## config.mk

```make
export PLATFORM = sky130hd
export DESIGN_NAME = i2c_bus_conditioner
export DESIGN_NICKNAME = d
export VERILOG_FILES = /design/src/rtl/i2c_bus_conditioner.sv
export SDC_FILE = /design/constraint.sdc
export NUM_CORES = 1
export LEC_CHECK = 0
export ABC_AREA = 0
export CORE_MARGIN = 1.5
export CORE_UTILIZATION = 45
export CTS_CLUSTER_DIAMETER = 120
export CTS_CLUSTER_SIZE = 10
export DETAILED_ROUTE_END_ITERATION = 12
export HOLD_SLACK_MARGIN = 0.12
export PLACE_DENSITY = 0.75
export SYNTH_ARGS = -nofsm -noshare
export SYNTH_HDL_FRONTEND = slang
export SYNTH_SLANG_ARGS = --single-unit
```

## constraint.sdc

```tcl
create_clock -name clk -period 3 [get_ports clk]
set_input_delay 0.6 -clock clk [delete_from_list [all_inputs] [get_ports clk]]
set_output_delay 0.6 -clock clk [all_outputs]
set_load 0.01 [all_outputs]
```

## src/rtl/i2c_bus_conditioner.sv

```systemverilog
// I2C pad front-end: synchronises and deglitches SCL/SDA, emits edge and START/STOP pulses,
// and tracks bus ownership with an SCL-stuck-low timeout.
module i2c_bus_conditioner #(
  parameter int unsigned SYNC_STAGES    = 2,
  parameter int unsigned FILTER_LEN     = 3,
  parameter int unsigned TIMEOUT_W      = 21,
  parameter int unsigned TIMEOUT_CYCLES = 1_250_000
) (
  input  logic       clk,
  input  logic       rst,
  input  logic       i_scl,
  input  logic       i_sda,
  input  logic       i_enable,
  input  logic       i_clr_timeout,
  output logic       o_scl,
  output logic       o_sda,
  output logic       o_scl_rise,
  output logic       o_scl_fall,
  output logic       o_start,
  output logic       o_rstart,
  output logic       o_stop,
  output logic       o_busy,
  output logic       o_timeout,
  output logic [7:0] o_glitch_cnt
);

  localparam int unsigned FCNT_W = (FILTER_LEN < 2) ? 1 : $clog2(FILTER_LEN);
  localparam logic [FCNT_W-1:0]    FILT_LAST = FCNT_W'(FILTER_LEN - 1);
  localparam logic [TIMEOUT_W-1:0] TO_MAX    = TIMEOUT_W'(TIMEOUT_CYCLES);

  typedef enum logic [1:0] {StIdle, StBusy, StTimeout} state_e;

  logic [SYNC_STAGES-1:0] scl_sync_q, sda_sync_q;
  logic [1:0]             synced;         // [1] = SCL, [0] = SDA
  logic [1:0]             filt_q, filt_d;
  logic [1:0]             glitch;
  logic [FCNT_W-1:0]      fcnt_q [2];
  logic [FCNT_W-1:0]      fcnt_d [2];
  logic [8:0]             glitch_sum;
  logic [TIMEOUT_W-1:0]   to_cnt_q;
  logic                   start_det, stop_det;
  state_e                 state_q;

  always_ff @(posedge clk or posedge rst) begin
    if (rst) begin
      scl_sync_q <= '1;
      sda_sync_q <= '1;
    end else begin
      scl_sync_q <= {scl_sync_q[SYNC_STAGES-2:0], i_scl};
      sda_sync_q <= {sda_sync_q[SYNC_STAGES-2:0], i_sda};
    end
  end

  assign synced = {scl_sync_q[SYNC_STAGES-1], sda_sync_q[SYNC_STAGES-1]};

  // A new level is accepted on its FILTER_LEN-th consecutive cycle; an early return is a glitch.
  always_comb begin
    filt_d = filt_q;
    glitch = '0;
    for (int i = 0; i < 2; i++) begin
      fcnt_d[i] = '0;
      if (synced[i] != filt_q[i]) begin
        if (fcnt_q[i] == FILT_LAST) filt_d[i] = synced[i];
        else                        fcnt_d[i] = fcnt_q[i] + FCNT_W'(1);
      end else if (fcnt_q[i] != '0) begin
        glitch[i] = 1'b1;
      end
    end
  end

  assign glitch_sum = {1'b0, o_glitch_cnt} + 9'(glitch[1]) + 9'(glitch[0]);

  always_ff @(posedge clk or posedge rst) begin
    if (rst) begin
      filt_q       <= 2'b11;
      fcnt_q[0]    <= '0;
      fcnt_q[1]    <= '0;
      o_scl_rise   <= 1'b0;
      o_scl_fall   <= 1'b0;
      o_glitch_cnt <= '0;
    end else begin
      filt_q     <= filt_d;
      fcnt_q[0]  <= fcnt_d[0];
      fcnt_q[1]  <= fcnt_d[1];
      o_scl_rise <= filt_d[1] & ~filt_q[1];
      o_scl_fall <= ~filt_d[1] & filt_q[1];
      if (!i_enable)          o_glitch_cnt <= '0;
      else if (glitch_sum[8]) o_glitch_cnt <= 8'hff;
      else                    o_glitch_cnt <= glitch_sum[7:0];
    end
  end

  assign o_scl = filt_q[1];
  assign o_sda = filt_q[0];

  // SCL must be high and stable across the SDA change for either condition.
  assign start_det = filt_q[1] & filt_d[1] & filt_q[0] & ~filt_d[0];
  assign stop_det  = filt_q[1] & filt_d[1] & ~filt_q[0] & filt_d[0];

  always_ff @(posedge clk or posedge rst) begin
    if (rst) begin
      state_q   <= StIdle;
      to_cnt_q  <= '0;
      o_start   <= 1'b0;
      o_rstart  <= 1'b0;
      o_stop    <= 1'b0;
      o_busy    <= 1'b0;
      o_timeout <= 1'b0;
    end else begin
      o_start   <= 1'b0;
      o_rstart  <= 1'b0;
      o_stop    <= 1'b0;
      o_busy    <= (state_q == StBusy);
      o_timeout <= (state_q == StTimeout);
      if (!i_enable) begin
        state_q  <= StIdle;
        to_cnt_q <= '0;
      end else begin
        if (state_q == StBusy && !filt_q[1]) begin
          if (to_cnt_q != TO_MAX) to_cnt_q <= to_cnt_q + TIMEOUT_W'(1);
        end else begin
          to_cnt_q <= '0;
        end
        o_stop <= stop_det;
        case (state_q)
          StIdle: begin
            if (start_det) begin
              state_q <= StBusy;
              o_start <= 1'b1;
            end
          end
          StBusy: begin
            if (start_det)               o_rstart <= 1'b1;
            else if (stop_det)           state_q  <= StIdle;
            else if (to_cnt_q == TO_MAX) state_q  <= StTimeout;
          end
          StTimeout: begin
            if (start_det) begin
              state_q <= StBusy;
              o_start <= 1'b1;
            end else if (stop_det || i_clr_timeout) begin
              state_q <= StIdle;
            end
          end
          default: state_q <= StIdle;
        endcase
      end
    end
  end

endmodule

```

# Word level (Yosys, flattened, before mapping)
# Cells that the tools add are included.
# totals
wordCells,83
latch_bits,0
n_memories,0
mem_bits_ro,0
ramBits,0
output_inout_bits,17
reg_bits,48
inputBits,6
# classes
div_mod_pow,0
shifts,0
eq_ne,13
n_lt_le_gt_ge,0
mul,0
bitwise,11
mux,31
addsub,5
n_reduce_logical,8
# ops
cell,count
$mux 21,3
$mux 2,11
$add 21x1->21 const B,1
$eq 21x21->1 const B,1
$ne 21x21->1 const B,1
$mux 8,2
$mux 1,14
$add 8x1->9,1
$add 9x1->9,1
$ne 4x3->1 const B,2
$and 1x1->1,7
$eq 2x2->1 const B,3
$ne 3x3->1 const B,2
$pmux 2 s3,1
$add 2x1->2 const B,2
$not 1->1,4
$reduce_and 4->1,1
$reduce_bool 2->1,2
$ne 3x2->1 const B,1
$eq 2x1->1 const B,1
$logic_not 2->1,1
$ne 1x1->1,2
$reduce_or 2->1,1
$logic_and 1x1->1,1
2 further kinds,2

# Logic depth before layout (Yosys ltp)
# Gate-level depths: netlist of run 1.
# logic_depth
word_depth,11
depth_mapped,9
ltp_nobuf,9

# Worst setup path before layout of run 1
# No wires, ideal clock.
# synth_path
path_type,reg2reg
from,register filt_q[0]
to,register o_glitch_cnt[0]
period_less_slack_ns,2.323
arrival_ns,2.244
path_slack_ns,0.677
path_stages_with_launch,10
path_buffers,0
t_required_ns,2.922
path_cell_list,dfstp_2 -> xnor2_1 -> o21ai_0 -> fa_1 -> inv_1 -> ha_1 -> and3_1 -> and3_1 -> nand3_1 -> a21oi_1
# synth_via
elab_chain_cells,5
# synth_rtl
element,line,rtl
start: declaration,35,"logic [1:0] filt_q, filt_d;"
start signal: assignment,82,filt_q <= filt_d;
$ne 1x1->1,62,if (synced[i] != filt_q[i]) begin
$mux 1,62,
$add 9x1->9,71,"assign glitch_sum = {1'b0, o_glitch_cnt} + 9'(glitch[1]) + 9'(glitch[0]);"
$mux 8,88,else if (glitch_sum[8]) o_glitch_cnt <= 8'hff;
$mux 8,87,if (!i_enable) o_glitch_cnt <= '0;
end signal: assignment,89,else o_glitch_cnt <= glitch_sum[7:0];
end: declaration,24,output logic [7:0] o_glitch_cnt
# No other way between the ends.
# A chain may end at the register's enable or synchronous reset.

# Final worst setup path of run 1
# layout_path
from,register filt_q[0]
to,register o_glitch_cnt[1]
# Same word-level chain as after synthesis.

==> results of run 1 <==
==> power by group <==
group	switching (uW)	internal [uW]
Combinational	116	132
Sequential	55.9	716
Clock	211	247
==> sequential cells by signal, indices dropped and copies added, names as in the netlist <==
name and count:
to_cnt_q 21, o_glitch_cnt 8, fcnt_q 4, filt_q 2
scl_sync_q 2, sda_sync_q 2, state_q 2, o_busy 1
o_rstart 1, o_scl_fall 1, o_scl_rise 1, o_start 1
o_stop 1, o_timeout 1
==> final timing paths <==
path / end / start / cells after the start / slack (ns)
max: o_glitch_cnt[1]$_DFF_PP0_ / filt_q[0]$_DFF_PP1_ / 9 / 0.48
min: sda_sync_q[1]$_DFF_PP1_ / sda_sync_q[0]$_DFF_PP1_ / 0 / 0.36
max reg2reg: o_glitch_cnt[1]$_DFF_PP0_ / filt_q[0]$_DFF_PP1_ / 9 / 0.48
min reg2reg: sda_sync_q[1]$_DFF_PP1_ / sda_sync_q[0]$_DFF_PP1_ / 0 / 0.36
max in group asynchronous: scl_sync_q[1]$_DFF_PP1_ / rst / 3 / 1.69
min in group asynchronous: o_rstart$_DFF_PP0_ / rst / 2 / 0.66
==> layout make-up <==
| class | instances | area (um2) |
|---|---|---|
| timing repair buffer | 24 | 235 |
| inverter | 13 | 48.8 |
| fill | 425 | 2110 |
| tap | 67 | 83.8 |
| sequential | 48 | 1210 |
| multi-input combinational | 143 | 928 |
| clock inverter | 2 | 35.0 |
| clock buffer | 6 | 72.6 |
==> worst max-delay path, delay by kind of cell, from the launching register on <==
| family | cells | cell delay (ns) |
|---|---|---|
| compound gates | 2 | 0.38 |
| xor+xnor | 1 | 0.19 |
| fa+ha+maj | 2 | 0.62 |
| buf+inv | 1 | 0.08 |
| flops | 1 | 0.58 |
| simple gates | 3 | 0.59 |
==> layout by cell type, fill, tap and decap left out, drive strengths merged, types with 2 or more instances in the layout <==
cell type / instances
mux2i: 3
nand2: 11
dfrtp: 42
clkdlybuf4s50: 22
buf: 2
dfstp: 6
nand2b: 3
nor2: 13
nor4: 2
nand4: 5
nor3b: 4
o31ai: 2
a21oi: 16
nor2b: 4
clkbuf: 6
nand3b: 2
inv: 13
mux2: 2
xor2: 4
and3: 3
nor3: 10
xnor2: 10
and2: 2
or3: 9
or4: 4
o21ai: 11
ha: 3
nand3: 9
==> metal layers <==
layer  vias up  part of all wire [%]  global-route usage, %
met3         4                   3.7                   5.11
met4         0                   1.5                   7.34
li1        787                     -                      -
met2        38                    47                   27.3
met5         -                     0                      0
met1       803                    47                   24.2
==> metrics by stage <==
step / power (uW) / hold WS (ns) / util (%) / instances / instance area [um2]
2_1_floorplan: 923 / 0.345 / - / 209 / 2210
3_3_place_gp: 1020 / 0.346 / 53.0 / 295 / 2500
3_5_place_dp: 1040 / 0.349 / 53.0 / 295 / 2500
4_1_cts: 1500 / 0.362 / 55.3 / 303 / 2610
5_1_grt: 1570 / 0.373 / 55.3 / 303 / 2610
6_report: 1480 / 0.362 / 55.3 / 303 / 2610
==> cell families after synthesis <==
kind of cell	Yosys count
multiplexers	5
AO/OA/AOI/OAI	33
XOR/XNOR	14
adder cells (fa/ha/maj)	4
AND/OR/NAND/NOR	87
buffers and inverters	18
flip-flops	48
==> results_dict.tcl, run 1 <==
set metrics [dict create \
    min_path_type "reg -> reg" \
    yosys.area_share.simple_pct 23.2 \
    final_max_slew_viol_count 0 \
    yosysMostFrequentCell "dfrtp_1" \
    skew_ns 0.00939 \
    synth_area_leaders "dfrtp_1 (48%), dfstp_2 (7.1%), xnor2_1 (4.0%), a21oi_1 (3.6%), o21ai_0 (2.5%)" \
    startpoint_type "flip-flop" \
    cts_hold_repair.buffers 0 \
    rsz0062_at_grt "no" \
    min_period_over_period_pct 83.9 \
    wire_per_inst_um 13.7 \
    first_global_vias 1582 \
    max_cap_violations 0 \
    ys_ff_latch 48 \
    critPathMaxStageDelay_ns 0.58 \
    ant_nets 0 \
    portBuffers 22 \
    pre_cts_ws_ns 0.466 \
    cp_data_required_time_ns 3.23 \
    numCtsBuffers 5 \
    synth_top_area_cell "dfrtp_1" \
    syn_avg_cell_area_um2 10.6 \
    drt-vias-per-instance 5.39 \
    cts_max_level 2 \
    ir_drop_mv 0.322 \
    synth_edf_count 0 \
    fmax_mhz 397 \
    grt_use_total_pct 18.0 \
    cts_resized 0 \
    final_nets 245 \
    drtPass1Iterations 4 \
    drc_errors 0 \
    max_slew.worst_pin.slew_ns 0.632 \
    synthesis.area_um2 2210 \
    drive_above_1_share_pct 11.0 \
    relSlewSlack_pct 57.9 \
    synth_cell_types 40 \
    muxShareOfSynthArea_pct 2.38 \
    synth_compound_area_share_pct 8.34 \
    die_w_um 73.0 \
    core_area_um2 4720 \
    cp_slowest_cell "dfstp_2" \
    clockBufferDepth 2 \
    grt_max_degree 27 \
    p_leak_uw 0.00102 \
    gp_congestion 0.819 \
    cts_tree "yes" \
    overflow 0 \
    finalHoldViolCount 0 \
    synth_top_area_share_pct 47.6 \
    area_growth_pct 18.4 \
    synthXorXnorAreaFrac_pct 5.56 \
    synth_top_family_by_area "simple AND/OR/NAND/NOR gates" \
    start_util_pct 46.7 \
    power.density_nw_per_um2 565 \
    setup_viol 0 \
    async_reset_ff_share_pct 100 \
    ioPinCount 23 \
    synth_common_cells "dfrtp_1 (42), a21oi_1 (16), inv_1 (13), nor2_1 (13)" \
    syn_inst 209 \
    via_count 1632 \
    end_kind "flip-flop" \
    die_y_um 73.0 \
    synth_adder_area_share_pct 2.61 \
    path_max_fanout 6 \
    die_area_um2 5330 \
    status "finished, final reports clean" \
    dp_hpwl_mm 2.96 \
    cts_sinks 48 \
    synth_nets 219 \
    crit_type "reg -> reg" \
    setup_slack_ns 0.483 \
    cpMostUsedCell "and3_1" \
    yosysSeqAreaShare_pct 54.8 \
    period_minus_slack_ns 2.52 \
    cts-root-buf "clkbuf_8" \
    antenna_found_initial 0 \
    clk_latency_ns 0.30 \
    crit_chain "xnor2_1 > o21ai_0 > fa_1 > inv_1 > ha_1 > and3_1 > and3_1 > nand3_1 > a21oi_1" \
    routed_wl_mm 4.16 \
    grt_first_pass_wirelength_mm 7.32 \
    diodes 0 \
    ys.warnings.count 0 \
    drtIter0Drc 65 \
    cts.clk_slew.worst_paths_ns 0.09 \
    worstPathArrival_ns 2.75 \
    ys_dominant_reg_cell "dfrtp_1" \
    core.rowCount 25 \
    post_cts_buffers 0 \
    tns_ns 0 \
]
(Power assumes the default switching activity.)
==> inputs of run 2 (changes only) <==
- clock period: 3 -> 2.33 ns (I/O delays scaled with it)
==> run 2 against run 1 <==
  * Cell count is 2.0% higher
  * Critical path depth stayed put
  * Via count is 1.8% lower
  * First-iteration DRC count is 18% higher
  * Clock skew is 0.0012 ns lower
  * Cell area is 2.2% higher
  * Non-clock buffer count is 6 higher
==> results_dict.tcl, run 2 (same netlist as run 1, synthesis figures left out) <==
set metrics [dict create \
    pre_cts_ws_ns -0.0702 \
    die_y_um 73.0 \
    p_leak_uw 0.00104 \
    finalNonFillerCells 309 \
    via_count 1603 \
    period_minus_slack_ns 2.18 \
    max_cap_violations 0 \
    nFillCells 413 \
    cp_data_required_time_ns 2.56 \
    setup_slack_ns 0.151 \
    portBuffers 22 \
    first_global_vias 1554 \
    skew_ns 0.00818 \
    tns_ns 0 \
    cts_sinks 48 \
    start_util_pct 46.7 \
    status "finished, final reports clean" \
    startpoint_type "flip-flop" \
    final_cell_mix "dfrtp_1 (42), clkdlybuf4s50_1 (22), a21oi_1 (15)" \
    cts_tree "yes" \
    min_period_over_period_pct 93.5 \
    place_area_um2 2550 \
    worstPathArrival_ns 2.41 \
    antenna_found_initial 0 \
    cts_max_level 2 \
    switchingPower_uw 501 \
    clk_latency_ns 0.30 \
    core_area_um2 4720 \
    intPower_uw 1370 \
    overflow 0 \
    gp_congestion 0.818 \
    regMostFlops "to_cnt_q" \
    max_slew.worst_pin.slew_ns 0.630 \
    power.density_nw_per_um2 700 \
    clkPwrFrac_pct 27.7 \
    area_growth_pct 21.0 \
    drtPass1Iterations 4 \
    diodes 0 \
    ant_nets 0 \
    drc_errors 0 \
    ir_drop_mv 0.408 \
    hold_ws_ns 0.358 \
    grt_max_degree 49 \
    clockBufferDepth 2 \
    dp_hpwl_mm 2.78 \
    path_max_fanout 6 \
    grt_use_total_pct 16.5 \
    grt_first_pass_wirelength_mm 6.85 \
    finalInstanceArea_um2 2670 \
    cp_slowest_cell "dfstp_2" \
    final_max_slew_viol_count 0 \
    drive_above_1_share_pct 15.3 \
    cts-root-buf "clkbuf_8" \
    final_nets 251 \
    wire_per_inst_um 12.8 \
    reg.largest.list "to_cnt_q (21), o_glitch_cnt (8), fcnt_q (4)" \
    fmax_mhz 459 \
    largest_register_ffs 21 \
    multiInputGateArea_um2 952 \
    relSlewSlack_pct 58.0 \
    drtIter0Drc 77 \
    swShare_pct 26.8 \
    routed_wl_mm 3.94 \
    cts.clk_slew.worst_paths_ns 0.09 \
    die_w_um 73.0 \
    core.rowCount 25 \
    drt-vias-per-instance 5.19 \
    end_kind "flip-flop" \
    critPathMaxStageDelay_ns 0.56 \
    min_path_type "reg -> reg" \
    numCtsBuffers 5 \
    seqPwrFrac_pct 52.1 \
    setup_viol 0 \
    ioPinCount 23 \
    critPathBufInv 1 \
    layout_commonest_cell "dfrtp_1" \
    combPwrFrac_pct 20.1 \
    die_area_um2 5330 \
    place_inst 301 \
    rsz0062_at_grt "no" \
    critPathTopFamily "flip-flops" \
    crit_type "reg -> reg" \
    crit_chain "xnor2_1 > o21ai_1 > fa_2 > inv_1 > ha_1 > and3_1 > and3_4 > nand3_4 > a21oi_1" \
    seqCellArea_um2 1210 \
    finalHoldViolCount 0 \
]
==> run 2: layer usage <==
layer | up-vias | global-route usage [%] | routed length (um)
li1 | 802 | - | -
met1 | 770 | 21.7 | 1920
met2 | 26 | 26.2 | 1850
met3 | 5 | 4.70 | 128
met4 | 0 | 5.66 | 51
met5 | - | 0 | 0
==> run 2: cell type report <==
| type | instances | share of cell area, % |
|---|---|---|
| flip-flops and latches | 48 | 45.3 |
| inverters | 13 | 1.83 |
| clock inverters | 2 | 0.515 |
| repair buffers | 30 | 10.5 |
| clock buffers | 6 | 3.09 |
| well taps | 67 | 3.14 |
| multi-input cells | 143 | 35.7 |
==> run 2: worst register-to-register path, stage by stage, from the launching register on <==
cell,delay (ns)
dfstp_2,0.56
xnor2_1,0.13
o21ai_1,0.12
fa_2,0.38
inv_1,0.06
ha_1,0.17
and3_1,0.19
and3_4,0.21
nand3_4,0.11
a21oi_1,0.16
==> run 2: path summary, 6_finish.rpt <==
| check | start | endpoint | slack, ns | cells after the start |
|---|---|---|---|---|
| max | sda_sync_q[1]$_DFF_PP1_ | o_glitch_cnt[0]$_DFF_PP0_ | 0.15 | 9 |
| min | scl_sync_q[0]$_DFF_PP1_ | scl_sync_q[1]$_DFF_PP1_ | 0.36 | 0 |
| max reg2reg | sda_sync_q[1]$_DFF_PP1_ | o_glitch_cnt[0]$_DFF_PP0_ | 0.15 | 9 |
| min reg2reg | scl_sync_q[0]$_DFF_PP1_ | scl_sync_q[1]$_DFF_PP1_ | 0.36 | 0 |
| max in group asynchronous | rst | to_cnt_q[12]$_DFFE_PP0P_ | 1.31 | 3 |
| min in group asynchronous | rst | o_rstart$_DFF_PP0_ | 0.63 | 3 |
==> run 2: stage by stage <==
step / power [uW] / util, %
after global routing: 1970 / 56.5
after floorplan: 1190 / -
after CTS: 1890 / 56.1
after global placement: 1360 / 54.0
after detailed placement: 1370 / 54.0
final: 1870 / 56.5
==> run 2: timing repair <==
item,in CTS,in global routing
resized for setup,2,5
setup endpoints to repair,6,7
hold buffers,0,0
cloned,0,0
setup buffers,0,0
==> run 2: power groups by stage <==
| stage | sequential, uW | clock [uW] | combinational [uW] |
|---|---|---|---|
| 6_report | 975 | 519 | 376 |
| 3_3_place_gp | 989 | 0 | 373 |
| 3_5_place_dp | 990 | 0 | 381 |
| 5_1_grt | 984 | 570 | 418 |
| 4_1_cts | 975 | 535 | 381 |
| 2_1_floorplan | 1020 | 0 | 174 |
